--- config.mk ---
export PLATFORM = sky130hd
export DESIGN_NAME = bit_serial_adder
export DESIGN_NICKNAME = d
export VERILOG_FILES = /design/src/rtl/bit_serial_adder.sv
export SDC_FILE = /design/constraint.sdc
export NUM_CORES = 1
export LEC_CHECK = 0
export ABC_CLOCK_PERIOD_IN_PS = 3880
export BUFFER_PORTS_ARGS = -buffer_cell sky130_fd_sc_hd__buf_4
export CORE_MARGIN = 2
export CORE_UTILIZATION = 57
export DETAILED_ROUTE_END_ITERATION = 10
export GPL_TIMING_DRIVEN = 0
export HOLD_SLACK_MARGIN = 0.06
export MAX_ROUTING_LAYER = met4
export PLACE_DENSITY = 0.93
export SETUP_SLACK_MARGIN = 0.2
export SLEW_MARGIN = 40
export SYNTH_ARGS = -nofsm -noshare
export SYNTH_HDL_FRONTEND = slang
export SYNTH_SLANG_ARGS = --single-unit
--- constraint.sdc ---
create_clock -name clk -period 3.88 [get_ports clk]
set_input_delay 0.194 -clock clk [delete_from_list [all_inputs] [get_ports clk]]
set_output_delay 0.194 -clock clk [all_outputs]
set_load 0.005 [all_outputs]
--- src/rtl/bit_serial_adder.sv ---
// Bit-serial unsigned adder: one sum bit per clock, LSB first, with IDLE/SHIFT/DONE control.
// Optional two's-complement overflow output enabled by defining BIT_SERIAL_ADDER_OVF_EN.
module bit_serial_adder #(
  parameter int WIDTH = 8
) (
  input  logic             clk,
  input  logic             rst_n,
  input  logic             start,
  input  logic [WIDTH-1:0] a,
  input  logic [WIDTH-1:0] b,
  input  logic             cin,
  output logic             busy,
  output logic             done,
  output logic [WIDTH-1:0] sum,
  output logic             cout
`ifdef BIT_SERIAL_ADDER_OVF_EN
  ,
  output logic             ovf
`endif
);

  localparam int CNT_W = (WIDTH > 2) ? $clog2(WIDTH) : 1;

  typedef enum logic [1:0] {
    IDLE  = 2'd0,
    SHIFT = 2'd1,
    DONE  = 2'd2
  } state_t;

  state_t             state_q;
  state_t             state_d;
  logic [CNT_W-1:0]   cnt_q;
  logic               carry_q;
  logic [WIDTH-1:0]   a_q;
  logic [WIDTH-1:0]   b_q;
  logic [WIDTH-1:0]   sum_q;
  logic               cout_q;
  logic               done_q;
  logic               accept;
  logic               last_bit;
  logic               s_bit;
  logic               c_next;

  assign accept   = (state_q == IDLE) && start;
  assign last_bit = (cnt_q == CNT_W'(WIDTH - 1));

  // Full-adder slice operating on the current LSBs and the running carry.
  assign s_bit  = a_q[0] ^ b_q[0] ^ carry_q;
  assign c_next = (a_q[0] & b_q[0]) | (carry_q & (a_q[0] ^ b_q[0]));

  always_ff @(posedge clk or negedge rst_n) begin
    if (!rst_n) begin
      state_q <= IDLE;
    end else begin
      state_q <= state_d;
    end
  end

  always_comb begin
    state_d = state_q;
    case (state_q)
      IDLE:    if (start) state_d = SHIFT;
      SHIFT:   if (last_bit) state_d = DONE;
      DONE:    state_d = IDLE;
      default: state_d = IDLE;
    endcase
  end

  // Operand shift registers carry no reset: they are reloaded on every accepted start.
  always_ff @(posedge clk) begin
    if (accept) begin
      a_q <= a;
      b_q <= b;
    end else if (state_q == SHIFT) begin
      a_q <= a_q >> 1;
      b_q <= b_q >> 1;
    end
  end

  always_ff @(posedge clk or negedge rst_n) begin
    if (!rst_n) begin
      cnt_q   <= '0;
      carry_q <= 1'b0;
      sum_q   <= '0;
      cout_q  <= 1'b0;
      done_q  <= 1'b0;
    end else begin
      done_q <= 1'b0;
      case (state_q)
        IDLE: begin
          if (start) begin
            cnt_q   <= '0;
            carry_q <= cin;
          end
        end
        SHIFT: begin
          cnt_q   <= cnt_q + 1'b1;
          carry_q <= c_next;
          sum_q   <= {s_bit, sum_q[WIDTH-1:1]};
        end
        DONE: begin
          cout_q <= carry_q;
          done_q <= 1'b1;
        end
        default: ;
      endcase
    end
  end

`ifdef BIT_SERIAL_ADDER_OVF_EN
  logic cmsb_q;
  logic ovf_q;

  // Carry entering the MSB slice, captured on the final SHIFT cycle.
  always_ff @(posedge clk or negedge rst_n) begin
    if (!rst_n) begin
      cmsb_q <= 1'b0;
      ovf_q  <= 1'b0;
    end else begin
      if ((state_q == SHIFT) && last_bit) cmsb_q <= carry_q;
      if (state_q == DONE) ovf_q <= cmsb_q ^ carry_q;
    end
  end

  assign ovf = ovf_q;
`endif

  assign busy = (state_q == SHIFT) || (state_q == DONE);
  assign done = done_q;
  assign sum  = sum_q;
  assign cout = cout_q;

endmodule

==> results of run 1 <==
[worst min path at each step]
stage | from | end | slack [ns] | cells after the start
floorplan | rst_n | carry_q$_DFFE_PN0P_ | -0.10 | 0
global placement | rst_n | sum[0]$_DFFE_PN0N_ | 0.06 | 1
detailed placement | rst_n | sum[5]$_DFFE_PN0N_ | 0.06 | 1
CTS | a[6] | a_q[6]$_DFFE_PP_ | 0.15 | 2
global route | b[2] | b_q[2]$_DFFE_PP_ | 0.14 | 2
finish | a[3] | a_q[3]$_DFFE_PP_ | 0.16 | 2
[area by class of cell]
type	count	share of cell area, %
flip-flops and latches	32	48.82
multi-input cells	48	31.07
repair buffers	31	13.04
clock buffers	5	2.080
well taps	30	2.080
plain buffers	3	1.526
clock inverters	3	0.7628
inverters	3	0.6241
[critical path: cells and delay by family, from the launching register on]
kind                       cells  cell delay [ns]
and+or+nand+nor                1             0.63
adders and majority gates      1             0.20
DFF                            1             0.42
buffers and inverters          3             0.53
[cell families (layout without fill, tap and decap cells)]
family | Yosys count | count (layout)
DFF | 32 | 32
buffers and inverters | 6 | 45
adders and majority gates | 8 | 8
muxes | 26 | 26
AOI/OAI and AO/OA | 6 | 6
and+or+nand+nor | 8 | 8
[cell usage after synthesis, types with 2 or more instances]
cell       n  area share [%]
and3_2     2             1.0
dfrtp_1   16              27
nand2_1    2            0.51
ha_1       7             5.9
buf_6      2             1.5
a32o_1     2             1.4
mux2_4    11              11
inv_1      3            0.76
edfxtp_1  16              32
mux2_2    14              11
[power by group through the flow]
stage	logic (µW)	registers, µW	clock network, µW
final	643	670	180
after global routing	702	691	197
after CTS	653	672	185
after detailed placement	649	678	0
after global placement	607	664	0
after floorplan	445	656	0
[per-layer routing]
metal / vias to the layer above / GRT usage, % / wire length (µm)
met5: - / - / 0
met4: 0 / 10.98 / 69
met3: 8 / 7.258 / 127
met2: 26 / 32.74 / 1273
met1: 419 / 22.59 / 1032
li1: 393 / - / -
[state kept, by name, indices dropped and copies added, names as in the netlist]
register  flops
b_q           8
carry_q       1
sum           8
done          1
state_q       2
cout          1
cnt_q         3
a_q           8
[stage by stage]
stage / total power (µW) / worst slack, ns / instances / util (%) / instance area [µm²]
global placement: 1271 / 1.817 / 146 / 70.35 / 1743
CTS: 1510 / 1.712 / 155 / 72.83 / 1804
finish: 1494 / 1.729 / 155 / 72.83 / 1804
global route: 1590 / 1.596 / 155 / 72.83 / 1804
floorplan: 1100 / 2.052 / 86 / - / 1480
detailed placement: 1327 / 1.751 / 146 / 70.35 / 1743
==> flow_summary.ini, run 1 <==
[floorplanning]
start_util_pct = 59.75
dieHeight_um = 54.96
die_area_um2 = 3021
io_pins = 31
die_w_um = 54.96
row_count = 18
coreArea_um2 = 2477

[placement]
gp_routability_congestion = 0.6686
post-dp-hpwl_um = 1818
numPortBuffers = 30

[synth]
synth-edff-count = 16
synth.distinct_cells = 21
synth_compound_area_share_pct = 4.311
ys.flop_type = edfxtp_1
synth_xor_area_share_pct = 0
ys_async_sr_fraction_pct = 50.00
synthCells = 86
syn_area_um2 = 1480
synth_mux_area_share_pct = 22.49
ys_seq_area_share_pct = 59.51
synth.net_count = 114
synth-simple-area-share_pct = 3.804
synth_top_family_by_area = multiplexers
ys_seq_elements = 32
avgSynthCellArea_um2 = 17.21
yosys_warnings = 0
synthAdderAreaFrac_pct = 7.270

[power_and_ir_drop]
pwr-share-seq_pct = 44.9
power.internal_uw = 1027
p_switching_uw = 466.2
comb_power_share_pct = 43.1
ir_drop_v = 0.0005069
power.leakage_uw = 0.0008318
p_clk_share_pct = 12.0
power.density_nw_per_um2 = 827.9
swShare_pct = 31.21

[setup_path]
crit_slowest_cell = nand2b_1
crit_fanout = 16
reg2reg_depth = 5
worstSetupEndpointType = register
critical_path.startpoint = state_q[1]$_DFFE_PN0P_
crit_type = reg2reg
rrSetupSlack_ns = 1.73
cp-start-kind = register
worstPathCellList = inv_1 -> ha_1 -> buf_6 -> buf_2 -> nand2b_1
r2r-start = state_q[1]$_DFFE_PN0P_
r2r_end = a_q[2]$_DFFE_PP_
critPathMaxStageDelay_ns = 0.63
cp-endpoint = a_q[2]$_DFFE_PP_
cp.required_ns = 3.85
arrival_ns = 2.12

[clock_network]
clock_path_buffers = 2
cts_resized = 0
cts_tree = yes
cts.sinks = 32
clk_latency_ns = 0.33
holdBufCountCts = 1
numCtsBuffers = 5
clk_pin_slew_ns = 0.10
ctsHtreeMaxLevel = 2
cts_root_buf = clkbuf_4
post_cts_buffers = 0

[sta]
fin_tns_setup_ns = 0
grt_setup_unrepaired = no
fin_worst_skew_ns = 0.004585
period_needed_ns = 2.151
tightest_slew_ns = 0.7520
relSlewSlack_pct = 49.87
clock.fmax_mhz = 464.9
worst_hold_slack_ns = 0.1581
min_period_over_period_pct = 55.44
hold_viol = 0
drv_slew = 0
setup_viol = 0

[drt]
first_pass_iters = 4
drt_iter0_markers = 4
wirelength_um = 2502
wl_per_cell_um = 16.14
drc = 0
vias_per_cell = 5.458
via_count = 846
ant_nets = 0

[job]
cap_violations = 0

[global_route]
grt_pass1_vias = 853
grt_overflow = 0
grt_pass1_wl_um = 3912
antenna_found_initial = 0
grt_usage_pct = 20.53
grt_max_degree = 17

[layout]
diodes = 0
register_area_um2 = 880.8
drive_above_1_share_pct = 56.00
layout_commonest_cell = buf_4
fillerInstances = 172
syn2layout_area_growth_pct = 21.89
mostFrequentLayoutCells = 30 x buf_4, 16 x edfxtp_1, 16 x dfrtp_1
nets = 152
multi_input_area_um2 = 560.5

[outcome]
status = completed

[worst_hold_path]
worst_hold_path_type = in2reg
(Power assumes the default switching activity.)
==> run 2: changes to the inputs <==
ABC_AREA = 1   (was default)
ABC_CLOCK_PERIOD_IN_PS = 1800   (was 3880)
CORE_UTILIZATION = 48   (was 57)
PLACE_DENSITY = 0.84   (was 0.93)
clock period = 1.8 ns   (was 3.88 ns; I/O delays follow)
==> run 2 against run 1 <==
Combinational power rose by 100%. Sequential cell count unchanged. Total power increased by 110%. Register-to-register slack worse by 1.4 ns. Critical path depth up 1. Critical path type unchanged.
==> flow_summary.ini, run 2 <==
[outcome]
status = completed

[setup_path]
path_buf_inv = 3
cp.required_ns = 1.84
critical_path.startpoint = state_q[1]$_DFFE_PN0P_
crit_fanout = 16
critPathMaxStageDelay_ns = 0.42
arrival_ns = 1.55
worstSetupEndpointType = register
crit_slowest_cell = dfrtp_1
worstPathCellList = inv_1 -> ha_1 -> buf_6 -> nand2_4 -> buf_6 -> nand2_8
crit_type = reg2reg
cp-start-kind = register
r2r-start = state_q[1]$_DFFE_PN0P_
critical_path.top_delay_family = buffers and inverters
crit_top_cell = buf_6

[sta]
setup_viol = 0
period_needed_ns = 1.506
grt_setup_unrepaired = no
fin_tns_setup_ns = 0
setup_slack_ns = 0.2939
relSlewSlack_pct = 85.95
min_period_over_period_pct = 83.67
tightest_slew_ns = 0.2107
hold_viol = 0
fin_worst_skew_ns = 0.005342
clock.fmax_mhz = 664.0
drv_slew = 0

[synth]
synth_top_area_share_pct = 31.58
synth_top_cells_by_count = 66 x nand2_1, 21 x nand3_1, 16 x dfrtp_1, 16 x edfxtp_1
synthAdderAreaFrac_pct = 7.072
ys.flop_type = edfxtp_1
yosys.cell_count.top_type = nand2_1
synth_mux_area_share_pct = 0
ys_seq_area_share_pct = 57.89
ys_async_sr_fraction_pct = 50.00
synth_compound_area_share_pct = 0.9868
synth.distinct_cells = 17
ys_seq_elements = 32
synth-simple-area-share_pct = 26.64
yosys_warnings = 0
synth-edff-count = 16
synth_top_family_by_area = simple AND/OR/NAND/NOR gates
synth_xor_area_share_pct = 0
synth_top_area_cell = edfxtp_1
syn_area_um2 = 1521
synthCells = 155
synth.net_count = 183
avgSynthCellArea_um2 = 9.816
synthTopCellsByArea = edfxtp_1 32%, dfrtp_1 26%, nand2_1 16%

[drt]
drc = 0
wirelength_um = 2849
first_pass_iters = 4
via_count = 1138
wl_per_cell_um = 11.35
drt_iter0_markers = 35
ant_nets = 0
vias_per_cell = 4.534

[layout]
register_area_um2 = 880.8
fillerInstances = 254
layout_commonest_cell = nand2_1
drive_above_1_share_pct = 24.64
syn2layout_area_growth_pct = 32.07
diodes = 0
multi_input_area_um2 = 544.3
nets = 234
mostFrequentLayoutCells = 65 x nand2_1, 33 x buf_4, 21 x nand3_1

[global_route]
antenna_found_initial = 0
grt_usage_pct = 19.36
grt_pass1_wl_um = 4905
grt_max_degree = 17
grt_overflow = 0
grt_pass1_vias = 1126

[clock_network]
clk_pin_slew_ns = 0.09
cts.sinks = 32
clk_latency_ns = 0.33
cts_root_buf = clkbuf_4
post_cts_buffers = 0
numCtsBuffers = 5
ctsHtreeMaxLevel = 2
clock_path_buffers = 2
cts_tree = yes

[floorplanning]
dieHeight_um = 60.30
row_count = 20
die_area_um2 = 3636
start_util_pct = 50.25
die_w_um = 60.30
coreArea_um2 = 3028
io_pins = 31

[power_and_ir_drop]
ir_drop_v = 0.0007449
power.leakage_uw = 0.001018
power.density_nw_per_um2 = 1536

[worst_hold_path]
worst_hold_path_type = in2reg
min_from = a[6]

[placement]
numPortBuffers = 29
place_ws_ns = 0.1062
post-dp-hpwl_um = 1923
gp_routability_congestion = 0.7580

[job]
cap_violations = 0
[run 2: cell types whose count changed after synthesis, sizes merged, moves of 2 or more]
cell | before | now
nand3 | 0 | 22
nand2 | 3 | 69
and3 | 2 | 0
nand2b | 2 | 0
o21ai | 1 | 3
nor2 | 0 | 3
buf | 3 | 8
inv | 3 | 10
a32o | 2 | 0
mux2 | 25 | 0
[run 2: metrics by stage]
step	std cells	power [µW]	utilization (%)	hold slack, ns	area (µm²)
after floorplan	155	2246	-	-0.2056	1524
after global placement	228	2615	59.34	-0.04289	1797
after detailed placement	228	2684	59.34	-0.04269	1797
after CTS	251	3100	66.07	0.06200	2001
after global routing	251	3380	66.36	0.07844	2009
final	251	3087	66.36	0.07899	2009
[run 2: cell families after synthesis]
| group | after synthesis |
|---|---|
| and+or+nand+nor | 94 |
| DFF | 32 |
| buffers and inverters | 18 |
| adders and majority gates | 8 |
| AOI/OAI and AO/OA | 3 |
[run 2: path summary, 6_finish.rpt]
kind,to,slack [ns],depth (start not counted)
setup / recovery,a_q[5]$_DFFE_PP_,0.29,6
hold / removal,a_q[6]$_DFFE_PP_,0.08,3
setup reg to reg,a_q[5]$_DFFE_PP_,0.29,6
hold reg to reg,sum[0]$_DFFE_PN0N_,0.48,2
max in group asynchronous,sum[7]$_DFFE_PN0N_,1.46,2
min in group asynchronous,cnt_q[0]$_DFFE_PN0P_,0.16,2
[run 2: timing repair]
item                                   in CTS  in global routing
hold buffers                               15                  0
pin swaps                                   0                  0
gates resized for setup                     1                  1
endpoints found under the hold margin      30                  0
setup endpoints to repair                  16                 16
[run 2: routing by layer]
metal | routed length [µm] | global-route usage [%]
met3 | 167 | 6.494
met1 | 1256 | 21.06
met2 | 1393 | 33.85
met5 | 0 | -
met4 | 31 | 4.762
[run 2: power by group]
part | internal [µW] | switching, µW | total (µW)
registers | 1220 | 171 | 1390
clock network | 150 | 231 | 381
logic | 581 | 733 | 1310
[run 2: worst reg2reg max path, stage by stage (launching register included)]
cell     delay, ns
dfrtp_1       0.42
inv_1         0.13
ha_1          0.17
buf_6         0.14
nand2_4       0.07
buf_6         0.15
nand2_8       0.13
[run 2: area by class of cell]
type                            instances  area share (%)
Sequential cell                        32           43.84
Multi-Input combinational cell        105           27.09
Timing Repair Buffer                   44           18.31
Buffer                                  8           3.736
Tap cell                               44           2.740
Clock buffer                            7           2.242
Inverter                               10           1.868
Clock inverter                          1          0.1868
==> run 3: changes to the inputs <==
ABC_CLOCK_PERIOD_IN_PS = 1200   (was 1800)
clock period = 1.2 ns   (was 1.8 ns; I/O delays follow)
==> run 3 against run 2 <==
The flow now finishes with violations (setup timing). Sequential share of layout area decreased by 9.2 points. Critical endpoint is now a_q[3]$_DFFE_PP_. Via count grew 22%. Final area up 27%. Critical path depth unchanged. Utilization is 18 points higher. Wire length increased by 52%. Largest power group is now combinational logic. Cell count rose by 11%. Sequential power grew 56%. First-iteration DRC count increased by 110%.
==> flow_summary.ini, run 3 (synthesized netlist as in run 2, its figures left out) <==
[outcome]
violations = setup timing
status = finished, violations left

[floorplanning]
io_pins = 31
dieHeight_um = 60.30
start_util_pct = 50.25
die_w_um = 60.30
row_count = 20
die_area_um2 = 3636
coreArea_um2 = 3028

[power_and_ir_drop]
pwr-share-seq_pct = 32.8
power.leakage_uw = 0.001228
comb_power_share_pct = 55.0
ir_drop_v = 0.001569
swShare_pct = 38.05
power.internal_uw = 4103
p_clk_share_pct = 12.1
power.density_nw_per_um2 = 2604
p_switching_uw = 2520

[global_route]
antenna_found_initial = 0
grt_pass1_vias = 1419
grt_pass1_wl_um = 6258
grt_overflow = 0
grt_max_degree = 17
grt_usage_pct = 25.72

[sta]
hold_viol = 0
min_period_over_period_pct = 115.6
tightest_slew_ns = 0.2156
relSlewSlack_pct = 85.62
grt_setup_unrepaired = yes
period_needed_ns = 1.387
clock.fmax_mhz = 721.1
setup_slack_ns = -0.1868
fin_tns_setup_ns = -5.983
setup_viol = 47
fin_worst_skew_ns = 0.005737
drv_slew = 0

[drt]
drc = 0
routedLengthMet1_um = 1581
wirelength_um = 4326
wl_per_cell_um = 15.51
ant_nets = 0
route.met2.wl_um = 2410
vias_per_cell = 4.968
first_pass_iters = 4
top_layer = met4
wl_met3_um = 170
via_count = 1386
drt_iter0_markers = 74

[setup_path]
r2r_end = a_q[3]$_DFFE_PP_
cp-start-kind = register
worstSetupEndpointType = register
reg2reg_depth = 6
cp.required_ns = 1.26
crit_fanout = 8
rrSetupSlack_ns = -0.19
arrival_ns = 1.45
crit_type = reg2reg
r2r-start = state_q[0]$_DFFE_PN0P_

[layout]
diodes = 0
layout_commonest_cell = buf_4
mostFrequentLayoutCells = 48 x buf_4, 43 x nand2_1, 18 x dlygate4sd3_1
register_area_um2 = 880.8
fillerInstances = 163
nets = 262
multi_input_area_um2 = 747.0
syn2layout_area_growth_pct = 67.19
drive_above_1_share_pct = 47.23

[clock_network]
cts_tree = yes
cts_root_buf = clkbuf_4
clk_latency_ns = 0.34
cts.sinks = 32
ctsHtreeMaxLevel = 2
clk_pin_slew_ns = 0.10
clock_path_buffers = 2
numCtsBuffers = 5

[placement]
numPortBuffers = 29
gp_routability_congestion = 0.7318
post-dp-hpwl_um = 2021
place_ws_ns = -0.2554

[worst_hold_path]
worst_hold_path_type = in2async

[job]
cap_violations = 0
[run 3: cell types whose count changed in the layout (fill, tap and decap cells not counted), moves of 3 or more]
| cell | delta |
|---|---|
| buf_4 | +15 |
| buf_8 | +3 |
| dlygate4sd3_1 | +3 |
| ha_1 | -4 |
| ha_4 | +3 |
| nand2_1 | -22 |
| nand2_2 | +15 |
| nand2_4 | +5 |
| nand2_8 | +3 |
| nand3_1 | -4 |
| nand3_2 | +4 |
[run 3: stage by stage]
| step | util (%) | total power (µW) | instances | hold slack [ns] | instance area, µm² |
|---|---|---|---|---|---|
| 2_1_floorplan | - | 3471 | 155 | -0.2356 | 1563 |
| 3_3_place_gp | 60.62 | 4000 | 228 | -0.07813 | 1836 |
| 3_5_place_dp | 60.62 | 4138 | 228 | -0.07342 | 1836 |
| 4_1_cts | 77.44 | 5823 | 269 | 0.09310 | 2345 |
| 5_1_grt | 84.01 | 6998 | 279 | 0.1004 | 2544 |
| 6_report | 84.01 | 6623 | 279 | 0.09755 | 2544 |
[run 3: power groups by stage]
stage          Sequential, µW  Clock (µW)  Combinational (µW)
4_1_cts                  2100         808                2910
3_3_place_gp             2100           0                1900
2_1_floorplan            2080           0                1390
6_report                 2170         805                3650
3_5_place_dp             2130           0                2010
5_1_grt                  2210         857                3930
[run 3: cell type report]
cell class | count | share of cell area (%)
Inverter | 10 | 1.574
Sequential cell | 32 | 34.63
Timing Repair Buffer | 71 | 25.23
Clock buffer | 5 | 1.476
Multi-Input combinational cell | 106 | 29.37
Clock inverter | 3 | 1.476
Buffer | 8 | 4.083
Tap cell | 44 | 2.164
[run 3: layer usage]
| metal | vias up | track usage, % |
|---|---|---|
| li1 | 658 | - |
| met1 | 667 | 25.52 |
| met2 | 46 | 44.88 |
| met3 | 15 | 7.576 |
| met4 | 0 | 13.65 |
| met5 | - | - |
[run 3: how the worst max path moves through the flow]
stage | start | to | cells after the start
5_1_grt | state_q[0]$_DFFE_PN0P_ | a_q[3]$_DFFE_PP_ | 6
3_3_place_gp | state_q[1]$_DFFE_PN0P_ | a_q[3]$_DFFE_PP_ | 5
6_report | state_q[0]$_DFFE_PN0P_ | a_q[3]$_DFFE_PP_ | 6
3_5_place_dp | state_q[1]$_DFFE_PN0P_ | a_q[3]$_DFFE_PP_ | 5
2_1_floorplan | state_q[1]$_DFFE_PN0P_ | a_q[0]$_DFFE_PP_ | 6
4_1_cts | state_q[0]$_DFFE_PN0P_ | a_q[3]$_DFFE_PP_ | 6
[run 3: worst max-delay path: stages, from the launching register on]
cell and delay [ns]:
dfrtp_1 0.43, inv_2 0.10, ha_4 0.13, buf_8 0.12, nand2_8 0.08, buf_12 0.15, nand2_8 0.08
[run 3: timing repair]
item	in CTS	in global routing
endpoints found under the hold margin	33	0
buffers inserted	12	9
cloned	3	1
pin swaps	6	5
gates resized for setup	31	30
endpoints found under the setup margin	47	53
hold buffers	18	0
